<file path="src/rtl/pattern_pkg.sv">
// -----------------------------------------------------------------------------
// pattern_pkg
// Shared definitions for the video test-pattern generator:
//   - mode_e     : pattern select encodings carried on MODE_I
//   - BAR_TABLE  : colour-bar table, one {R,G,B} full-scale flag triple per bar
//   - bar_flags  : lookup helper into BAR_TABLE
// -----------------------------------------------------------------------------
package pattern_pkg;

    typedef enum logic [2:0] {
        MODE_SOLID = 3'd0,
        MODE_BARS  = 3'd1,
        MODE_GRAD  = 3'd2,
        MODE_CHECK = 3'd3,
        MODE_LINE  = 3'd4
    } mode_e;

    // Entry i is bar i; each flag selects 0 or full scale for {R,G,B}.
    // Order left to right on screen: white, yellow, cyan, green,
    // magenta, red, blue, black.
    localparam logic [7:0][2:0] BAR_TABLE = {
        3'b000,   // 7 black
        3'b001,   // 6 blue
        3'b100,   // 5 red
        3'b101,   // 4 magenta
        3'b010,   // 3 green
        3'b011,   // 2 cyan
        3'b110,   // 1 yellow
        3'b111    // 0 white
    };

    function automatic logic [2:0] bar_flags(input logic [2:0] idx);
        return BAR_TABLE[idx];
    endfunction

endpackage

</file>
<file path="src/rtl/pattern_pixel.sv">
// -----------------------------------------------------------------------------
// pattern_pixel
// Combinational colour computation for one output pixel.
// Ports:
//   px        : horizontal pixel index of this port
//   py        : row index
//   mode      : latched pattern select
//   solid     : latched solid colour {R,G,B}
//   frame_cnt : frame counter used by the moving line
//   rgb       : resulting colour {R,G,B}, C_BPC bits per component
// -----------------------------------------------------------------------------
module pattern_pixel
    import pattern_pkg::*;
#(
    parameter int C_BPC      = 8,
    parameter int C_PX_W     = 14,
    parameter int C_CNT_W    = 12,
    parameter int C_BAR_LOG2 = 6,
    parameter int C_CHK_LOG2 = 5
) (
    input  logic [C_PX_W-1:0]  px,
    input  logic [C_CNT_W-1:0] py,
    input  logic [2:0]         mode,
    input  logic [3*C_BPC-1:0] solid,
    input  logic [15:0]        frame_cnt,
    output logic [3*C_BPC-1:0] rgb
);

    // Zero-extended copies so bit selects stay legal for any parameter set.
    logic [31:0] px_ext_s;
    logic [31:0] py_ext_s;
    logic [2:0]  bar_s;

    assign px_ext_s = 32'(px);
    assign py_ext_s = 32'(py);

    // Pattern colour selection for the latched mode.
    always_comb begin
        rgb   = '0;
        bar_s = bar_flags(px_ext_s[C_BAR_LOG2 +: 3]);
        case (mode_e'(mode))
            MODE_SOLID: rgb = solid;
            MODE_BARS:  rgb = {{C_BPC{bar_s[2]}}, {C_BPC{bar_s[1]}}, {C_BPC{bar_s[0]}}};
            MODE_GRAD:  rgb = {3{px_ext_s[C_BPC-1:0]}};
            MODE_CHECK: begin
                if ((px_ext_s[C_CHK_LOG2] ^ py_ext_s[C_CHK_LOG2]) == 1'b1) begin
                    rgb = '1;
                end else begin
                    rgb = '0;
                end
            end
            MODE_LINE: begin
                if (px_ext_s[11:0] == frame_cnt[11:0]) begin
                    rgb = '1;
                end else begin
                    rgb = '0;
                end
            end
            default: rgb = '0;
        endcase
    end

endmodule

</file>
<file path="src/rtl/pattern_gen.sv">
// -----------------------------------------------------------------------------
// pattern_gen
// Multi-pixel-per-clock video test-pattern generator driven by external timing.
// Ports:
//   CLK_I, RSTN_I          : clock, asynchronous active-low reset
//   VS_I, HS_I, DE_I       : input timing (active high)
//   MODE_I, SOLID_I        : pattern select and solid colour, latched at frame start
//   VS_O, HS_O, DE_O       : timing delayed by 2 cycles, replicated per port
//   R_O, G_O, B_O          : pixel data, port p at [p*C_BPC +: C_BPC], zero in blanking
//   FRAME_CNT_O            : 16-bit frame counter
// -----------------------------------------------------------------------------
module pattern_gen
    import pattern_pkg::*;
#(
    parameter int C_PORT_NUM = 4,
    parameter int C_BPC      = 8,
    parameter int C_CNT_W    = 12,
    parameter int C_BAR_LOG2 = 6,
    parameter int C_CHK_LOG2 = 5
) (
    input  logic                          CLK_I,
    input  logic                          RSTN_I,
    input  logic                          VS_I,
    input  logic                          HS_I,
    input  logic                          DE_I,
    input  logic [2:0]                    MODE_I,
    input  logic [3*C_BPC-1:0]            SOLID_I,
    output logic [C_PORT_NUM-1:0]         VS_O,
    output logic [C_PORT_NUM-1:0]         HS_O,
    output logic [C_PORT_NUM-1:0]         DE_O,
    output logic [C_PORT_NUM*C_BPC-1:0]   R_O,
    output logic [C_PORT_NUM*C_BPC-1:0]   G_O,
    output logic [C_PORT_NUM*C_BPC-1:0]   B_O,
    output logic [15:0]                   FRAME_CNT_O
);

    localparam int PX_W = C_CNT_W + $clog2(C_PORT_NUM) + 1;

    // Counter / latch state
    logic                 vs_prev_r;
    logic                 vs_armed_r;
    logic                 de_prev_r;
    logic [C_CNT_W-1:0]   x_r;
    logic [C_CNT_W-1:0]   y_r;
    logic [15:0]          frame_cnt_r;
    logic [2:0]           mode_r;
    logic [3*C_BPC-1:0]   solid_r;

    // Values seen by the current pixel and next-state values
    logic                 frame_start_s;
    logic [C_CNT_W-1:0]   x_cur_s;
    logic [C_CNT_W-1:0]   y_cur_s;
    logic [2:0]           mode_cur_s;
    logic [3*C_BPC-1:0]   solid_cur_s;
    logic [15:0]          fcnt_cur_s;
    logic [C_CNT_W-1:0]   x_next_s;
    logic [C_CNT_W-1:0]   y_next_s;

    // Pipeline stage 1
    logic                          vs1_r;
    logic                          hs1_r;
    logic                          de1_r;
    logic [C_PORT_NUM*C_BPC-1:0]   r1_r;
    logic [C_PORT_NUM*C_BPC-1:0]   g1_r;
    logic [C_PORT_NUM*C_BPC-1:0]   b1_r;

    logic [C_PORT_NUM*C_BPC-1:0]   r_s;
    logic [C_PORT_NUM*C_BPC-1:0]   g_s;
    logic [C_PORT_NUM*C_BPC-1:0]   b_s;

    // Frame-start detection and X/Y counter next-state.
    // vs_armed_r blocks a VS already high at reset release from counting:
    // it only becomes set after VS has been observed low.
    // On a frame-start cycle the current pixel already uses X=Y=0 and the
    // freshly presented mode/colour/count, so the first pixel is correct
    // even when VS and DE rise together.
    always_comb begin
        frame_start_s = VS_I & ~vs_prev_r & vs_armed_r;
        x_cur_s       = x_r;
        y_cur_s       = y_r;
        mode_cur_s    = mode_r;
        solid_cur_s   = solid_r;
        fcnt_cur_s    = frame_cnt_r;
        x_next_s      = x_r;
        y_next_s      = y_r;
        if (frame_start_s) begin
            x_cur_s     = '0;
            y_cur_s     = '0;
            mode_cur_s  = MODE_I;
            solid_cur_s = SOLID_I;
            fcnt_cur_s  = frame_cnt_r + 16'd1;
            if (DE_I) begin
                x_next_s = C_CNT_W'(1);
            end else begin
                x_next_s = '0;
            end
            y_next_s = '0;
        end else if (DE_I) begin
            x_next_s = x_r + C_CNT_W'(1);
        end else if (de_prev_r) begin
            x_next_s = '0;
            y_next_s = y_r + C_CNT_W'(1);
        end else begin
            x_next_s = x_r;
            y_next_s = y_r;
        end
    end

    // Counter, edge history and frame latch registers.
    always_ff @(posedge CLK_I or negedge RSTN_I) begin
        if (!RSTN_I) begin
            vs_prev_r   <= 1'b0;
            vs_armed_r  <= 1'b0;
            de_prev_r   <= 1'b0;
            x_r         <= '0;
            y_r         <= '0;
            frame_cnt_r <= 16'd0;
            mode_r      <= 3'd0;
            solid_r     <= '0;
        end else begin
            vs_prev_r   <= VS_I;
            vs_armed_r  <= vs_armed_r | ~VS_I;
            de_prev_r   <= DE_I;
            x_r         <= x_next_s;
            y_r         <= y_next_s;
            frame_cnt_r <= fcnt_cur_s;
            mode_r      <= mode_cur_s;
            solid_r     <= solid_cur_s;
        end
    end

    generate
        for (genvar p = 0; p < C_PORT_NUM; p++) begin : g_port
            logic [PX_W-1:0]      px_s;
            logic [3*C_BPC-1:0]   rgb_s;

            assign px_s = PX_W'(x_cur_s) * PX_W'(C_PORT_NUM) + PX_W'(p);

            pattern_pixel #(
                .C_BPC      (C_BPC),
                .C_PX_W     (PX_W),
                .C_CNT_W    (C_CNT_W),
                .C_BAR_LOG2 (C_BAR_LOG2),
                .C_CHK_LOG2 (C_CHK_LOG2)
            ) u_pixel (
                .px        (px_s),
                .py        (y_cur_s),
                .mode      (mode_cur_s),
                .solid     (solid_cur_s),
                .frame_cnt (fcnt_cur_s),
                .rgb       (rgb_s)
            );

            assign r_s[p*C_BPC +: C_BPC] = rgb_s[2*C_BPC +: C_BPC];
            assign g_s[p*C_BPC +: C_BPC] = rgb_s[C_BPC +: C_BPC];
            assign b_s[p*C_BPC +: C_BPC] = rgb_s[0 +: C_BPC];
        end
    endgenerate

    // Pipeline stage 1: capture timing and computed colours.
    always_ff @(posedge CLK_I or negedge RSTN_I) begin
        if (!RSTN_I) begin
            vs1_r <= 1'b0;
            hs1_r <= 1'b0;
            de1_r <= 1'b0;
            r1_r  <= '0;
            g1_r  <= '0;
            b1_r  <= '0;
        end else begin
            vs1_r <= VS_I;
            hs1_r <= HS_I;
            de1_r <= DE_I;
            r1_r  <= r_s;
            g1_r  <= g_s;
            b1_r  <= b_s;
        end
    end

    // Pipeline stage 2: replicate timing per port, blank data outside DE.
    always_ff @(posedge CLK_I or negedge RSTN_I) begin
        if (!RSTN_I) begin
            VS_O <= '0;
            HS_O <= '0;
            DE_O <= '0;
            R_O  <= '0;
            G_O  <= '0;
            B_O  <= '0;
        end else begin
            VS_O <= {C_PORT_NUM{vs1_r}};
            HS_O <= {C_PORT_NUM{hs1_r}};
            DE_O <= {C_PORT_NUM{de1_r}};
            if (de1_r) begin
                R_O <= r1_r;
                G_O <= g1_r;
                B_O <= b1_r;
            end else begin
                R_O <= '0;
                G_O <= '0;
                B_O <= '0;
            end
        end
    end

    assign FRAME_CNT_O = frame_cnt_r;

endmodule

</file>
<file path="config.mk">
export PLATFORM = sky130hd
export DESIGN_NAME = pattern_gen
export DESIGN_NICKNAME = d
export VERILOG_FILES = /design/src/rtl/pattern_pkg.sv /design/src/rtl/pattern_pixel.sv /design/src/rtl/pattern_gen.sv
export SDC_FILE = /design/constraint.sdc
export NUM_CORES = 1
export LEC_CHECK = 0
export ABC_AREA = 1
export BUFFER_PORTS_ARGS = -buffer_cell sky130_fd_sc_hd__buf_2
export CAP_MARGIN = 30
export CORE_ASPECT_RATIO = 1.25
export CORE_MARGIN = 1
export CORE_UTILIZATION = 35
export DETAILED_ROUTE_END_ITERATION = 10
export GPL_TIMING_DRIVEN = 0
export SLEW_MARGIN = 10
export SYNTH_ARGS = -nofsm -noshare
export SYNTH_HDL_FRONTEND = slang
export SYNTH_SLANG_ARGS = --single-unit
</file>
<file path="constraint.sdc">
create_clock -name CLK_I -period 2.4 [get_ports CLK_I]
set_input_delay 0.72 -clock CLK_I [delete_from_list [all_inputs] [get_ports CLK_I]]
set_output_delay 0.72 -clock CLK_I [all_outputs]
set_load 0.02 [all_outputs]
</file>
### Yosys cells after proc, flatten, opt, wreduce, memory -nomap -nowiden

Memories as Yosys holds them, arrays and structs flattened.
Cells that the tools add are included.

| storage, ports and cells | value |
|---|---|
| flip-flop bits (word level) | 266 |
| bits in latches | 0 |
| RAM bits | 0 |
| ROM bits | 96 |
| bits of input ports | 32 |
| output and inout port bits | 124 |
| word-level logic and storage cells | 86 |
| memories kept | 4 |

Memories:

| memory | words | width | read ports | clocked after Yosys merged registers in | write ports | line | source |
|---|---|---|---|---|---|---|---|
| (no name shown) | 8 | 3 | 1 | 0 | 0 | pattern_pkg.sv:33 | `return BAR_TABLE[idx];` |
| (no name shown) | 8 | 3 | 1 | 0 | 0 | pattern_pkg.sv:33 |  |
| (no name shown) | 8 | 3 | 1 | 0 | 0 | pattern_pkg.sv:33 |  |
| (no name shown) | 8 | 3 | 1 | 0 | 0 | pattern_pkg.sv:33 |  |

| cells by class | value |
|---|---|
| add/subtract/negate cells | 6 |
| $mul | 0 |
| div/mod/pow operators | 0 |
| order comparisons | 4 |
| equality and inequality tests | 9 |
| shift operators | 0 |
| multiplexer cells | 31 |
| bitwise gates (word level) | 9 |
| reductions and logical operators | 4 |

Operators by type and width:

| kind | number |
|---|---|
| case mux 24 bit (5 select lines) | 4 |
| two-way mux 24 bit | 9 |
| two-way mux 32 bit | 3 |
| two-way mux 12 bit | 7 |
| equality test 12 bit | 4 |
| adder 12 x 1 -> 12 bit, second input constant | 3 |
| adder 12 x 2 -> 12 bit, second input constant | 2 |
| adder 16 x 1 -> 16 bit, second input constant | 1 |
| less-than comparator 3 x 4 -> 1 bit, second input constant | 4 |
| two-way mux 3 bit | 5 |
| two-way mux 10 bit | 1 |
| equality test 3 x 2 -> 1 bit, second input constant | 2 |
| two-way mux 6 bit | 1 |
| XOR 1 bit | 4 |
| equality test 3 x 1 -> 1 bit, second input constant | 1 |
| equality test 3 bit, second input constant | 1 |
| logical NOT 3 bit | 1 |
| nonzero test 3 bit | 1 |
| bitwise AND 1 bit | 2 |
| inequality test 2 x 1 -> 1 bit, second input constant | 1 |
| inverter 1 bit | 2 |
| AND reduction 2 bit | 1 |
| nonzero test 2 bit | 1 |
| two-way mux 1 bit | 1 |
| bitwise OR 1 bit | 1 |

### Longest topological paths before layout

| logic depth | value |
|---|---|
| word-level depth | 8 |
| gate-level depth with buffers | 14 |
| depth with buffers taken out | 12 |

### By module

A second synthesis with hierarchy kept.

| unflattened totals | value |
|---|---|
| cell total of the unflattened synthesis | 1572 |
| area, all modules | 12368.1 sq um |

By module, submodules not included:

| module | instances | cells an instance | area each (sq um) | seq. area each (sq um) |
|---|---|---|---|---|
| pattern_gen | 1 | 856 | 9190.1 | 6656.4 |
| pattern_pixel | 4 | 179 | 794.5 | 0.0 |

### Worst setup path after synthesis

No wires, ideal clock.

| timing path | value |
|---|---|
| path type | input to register |
| start | in VS_I |
| end | reg g1_r[10] |
| arrival | 1.964 ns |
| setup slack | 0.304 ns |
| cell stages on the path | 8 |
| path buffers | 4 |
| cell sequence | nand3_2 buf_6 buf_6 nand2_1 o2111ai_2 clkbuf_1 buf_2 nand3_1 |

| on the way | value |
|---|---|
| cells in the longest elaborated chain, start to end | 7 |

Ends and longest elaborated chain:

| item | line | source |
|---|---|---|
| start, declared | pattern_gen.sv:23 | `input logic VS_I,` |
| bitwise AND 1 bit (*) (2 in a row) | pattern_gen.sv:78 | `frame_start_s = VS_I & ~vs_prev_r & vs_armed_r;` |
| two-way mux 10 bit | pattern_gen.sv:86 | `if (frame_start_s) begin` |
| adder 12 x 1 -> 12 bit | pattern_gen.sv:137 | `assign px_s = PX_W'(x_cur_s) * PX_W'(C_PORT_NUM) + PX_W'(p);` |
| memory read (8 x 3 bit), or another cell as far along | n/a |  |
| two-way mux 3 bit (not written as such), or another cell as far along | pattern_pkg.sv:33 |  |
| case mux 24 bit (5 select lines) (*) | pattern_pixel.sv:41 | `case (mode_e'(mode))` |
| net g_port[1].rgb_s[10] | pattern_gen.sv:135 | `logic [3*C_BPC-1:0] rgb_s;` |
| end signal, assigned | pattern_gen.sv:174 | `g1_r <= g_s;` |
| end, declared | pattern_gen.sv:64 | `logic [C_PORT_NUM*C_BPC-1:0] g1_r;` |

Mark *: on every way through the listed nets, which the timed path passes. The rest lies on a longest branch. The select of a mux whose other input is x is not followed.
A chain may end at the register's enable or synchronous reset.

==> reports/results.tsv <==
stage	metric	value	unit
synthesis	yosysTopAreaCell	dfrtp_1	
clocking	cts-root-buf	clkbuf_16	
placed_design	io_buffers	155	
final_layout	drive_gt1_frac	0.217	
synthesis	ys_types	31	
final_layout	syn_to_final_growth	23.2	%
clocking	numClockSinks	258	
placed_design	placed_cells	1503	
final_layout	fin_cells	1553	
power_and_ir_drop	leakage	7.55	nW
global_route	grt_use_total	0.173	
placed_design	place.gp.congestion	0.821	
sta	worst_slew_pin_slew	0.699	ns
detailed_routing	vias	7131	
floorplan	die_w	152	um
synthesis	synth_seq_cells	258	
detailed_routing	drt-pass1-iter-count	5	
clocking	tritoncts	built	
clocking	clk_latency	0.53	ns
clocking	path_clk_slew	0.06	ns
clocking	cts_htree_levels	1	
hold_path	hold_path.class	input port to asynchronous set/reset pin	
sta	relSlewSlack	0.534	
synthesis	synth_top_cell_area_share	0.659	
detailed_routing	post_drt_wl_per_cell	15.6	um
power_and_ir_drop	power_density	947	nW/um2
synthesis	synthesis.nets	1031	
floorplan	pin_count	156	
sta	maxSlewViolCount	0	
sta	finalHoldViolCount	0	
synthesis	yosysMostFrequentCell	nand2_1	
detailed_routing	drtAntennaViolNets	0	
sta	skew	0.0134	ns
synthesis	syn_area_per_cell	9.84	um2
floorplan	coreArea	27600	um2
global_route	antenna_found_initial	1	
floorplan	die_area	28700	um2
setup_path	cp.arrival	2.65	ns
synthesis	seq_area_frac_synth	0.659	
floorplan	start_util	0.355	
sta	setup_violations	0	
sta	fmax	0.439	GHz
detailed_routing	routed_via_density	4.59	
final_layout	antenna_cells	0	
synthesis	netlist_top_cells_area	dfrtp_1 (66%), nand2_1 (11%), inv_1 (5.8%)	
detailed_routing	routed_wl	24200	um
outcome	status	completed	
setup_path	path_max_fanout	10	
sta	finalCriticalPeriod	2.28	ns
setup_path	path_class	register to register	
synthesis	synth_commonest_cells	nand2_1 (275), dfrtp_1 (258), inv_1 (151)	
global_route	grt_pass1_wl	37600	um
placed_design	hpwl	17400	um
sta	fin_crit_sh	0.948	
clocking	cts_buffer_depth	3	
setup_path	required	2.77	ns
synthesis	async_reset_ff_frac	1.00	
global_route	grt_max_degree	117	
floorplan	dieHeight	189	um
run	cap_violations	0	
setup_path	setup.worst_path.start_class	register	
final_layout	fill_cells	2690	
synthesis	synth-edff-count	0	
final_layout	utilization	0.438	
setup_path	cp-end-kind	register	
synthesis	synth_area	9800	um2
detailed_routing	drt_iter0_markers	439	
clocking	cts_buffers	27	
synthesis	synth_flop_cell	dfrtp_1	
power_and_ir_drop	power	11.4	mW
sta	hold_ws	0.155	ns
synthesis	synth-warning-count	0	
detailed_routing	drc	0	
synthesis	syn-instance-count	996	
floorplan	rows	68	
final_layout	nets	1218	
global_route	grt_overflow	0	
power_and_ir_drop	ir_worst_vdd	0.569	mV
global_route	grt_pass1_vias	7075	
[path summary, 6_finish.rpt]
check / startpoint / end / slack (ns) / cells after the start
max reg2reg: vs1_r$_DFF_PN0_ / b1_r[29]$_DFF_PN0_ / 0.12 / 10
min: RSTN_I / FRAME_CNT_O[14]$_DFFE_PN0N_ / 0.16 / 1
min in group CLK_I: HS_I / hs1_r$_DFF_PN0_ / 0.30 / 1
min reg2reg: hs1_r$_DFF_PN0_ / HS_O[0]$_DFF_PN0_ / 0.36 / 0
max: vs1_r$_DFF_PN0_ / b1_r[29]$_DFF_PN0_ / 0.12 / 10
max in group asynchronous: RSTN_I / B_O[2]$_DFF_PN0_ / 0.92 / 3
[flip-flops by register name, summed over array words and instances (netlist names), 10 cells and up]
name         count
FRAME_CNT_O     16
solid_r         24
g1_r            32
x_r             10
G_O             32
r1_r            32
b1_r            32
B_O             32
R_O             32
[layer usage]
| metal | global-route usage | up-vias | routed length (um) |
|---|---|---|---|
| met5 | 0 | - | 12 |
| met3 | 0.0255 | 50 | 1450 |
| met4 | 0.0579 | 2 | 704 |
| met1 | 0.219 | 3413 | 10000 |
| met2 | 0.299 | 230 | 12000 |
| li1 | - | 3436 | - |
[worst max-delay path, stage by stage, from the launching register on]
cell     delay (ns)
dfrtp_1        0.37
inv_1          0.06
nand3_2        0.09
buf_6          0.17
buf_6          0.14
buf_2          0.20
buf_1          0.29
nand2_1        0.13
nand2_1        0.08
a21oi_1        0.41
nand3_1        0.17
[logic make-up (layout without fill, tap and decap cells)]
logic type               Yosys count  after routing  share of synthesized area
XOR/XNOR                           7              7                    0.00626
adder cells (fa/ha/maj)            3              3                    0.00383
buffers and inverters            210            417                     0.0930
AO/OA/AOI/OAI                     51             51                     0.0286
flip-flops                       258            258                      0.659
AND/OR/NAND/NOR                  467            467                      0.209
[area by class of cell]
class,instances,area (um2),area share
tap,350,438,0.0363
timing repair buffer,158,848,0.0703
clock inverter,13,180,0.0149
multi-input combinational,528,2460,0.204
sequential,258,6460,0.535
inverter,158,593,0.0491
clock buffer,36,779,0.0646
buffer,52,319,0.0264
[power breakdown]
part           internal, mW  leakage, nW  switching, mW
logic                 0.592         3.67           1.27
clock network          2.71        0.472           1.71
registers              4.88         3.41          0.275
[placed cells by master, fill, tap and decap left out, types with 6 or more instances in the layout]
| cell type | count |
|---|---|
| nor3_1 | 6 |
| inv_1 | 151 |
| clkbuf_16 | 27 |
| a21oi_1 | 26 |
| o21ai_0 | 14 |
| inv_2 | 7 |
| buf_2 | 165 |
| nor2_1 | 30 |
| buf_6 | 10 |
| buf_4 | 10 |
| clkbuf_1 | 20 |
| dfrtp_1 | 257 |
| clkbuf_8 | 7 |
| nand4_1 | 22 |
| nand2_1 | 275 |
| nand3_1 | 113 |
[per-stage QoR]
stage / instance area (um2) / setup WS, ns / TNS, ns
finish: 12100 / 0.125 / 0
global route: 12100 / -0.00354 / -0.00354
CTS: 12000 / 0.0959 / 0
detailed placement: 11100 / -0.455 / -25.02
global placement: 11000 / -3.96 / -1036.76
floorplan: 9800 / 0.304 / 0
[timing repair]
item	CTS	global route
gates resized for setup	1	7
hold buffers	0	0
setup endpoints to repair	2	49
setup buffers	0	1
pin swaps	0	3
(Power assumes the default switching activity.)
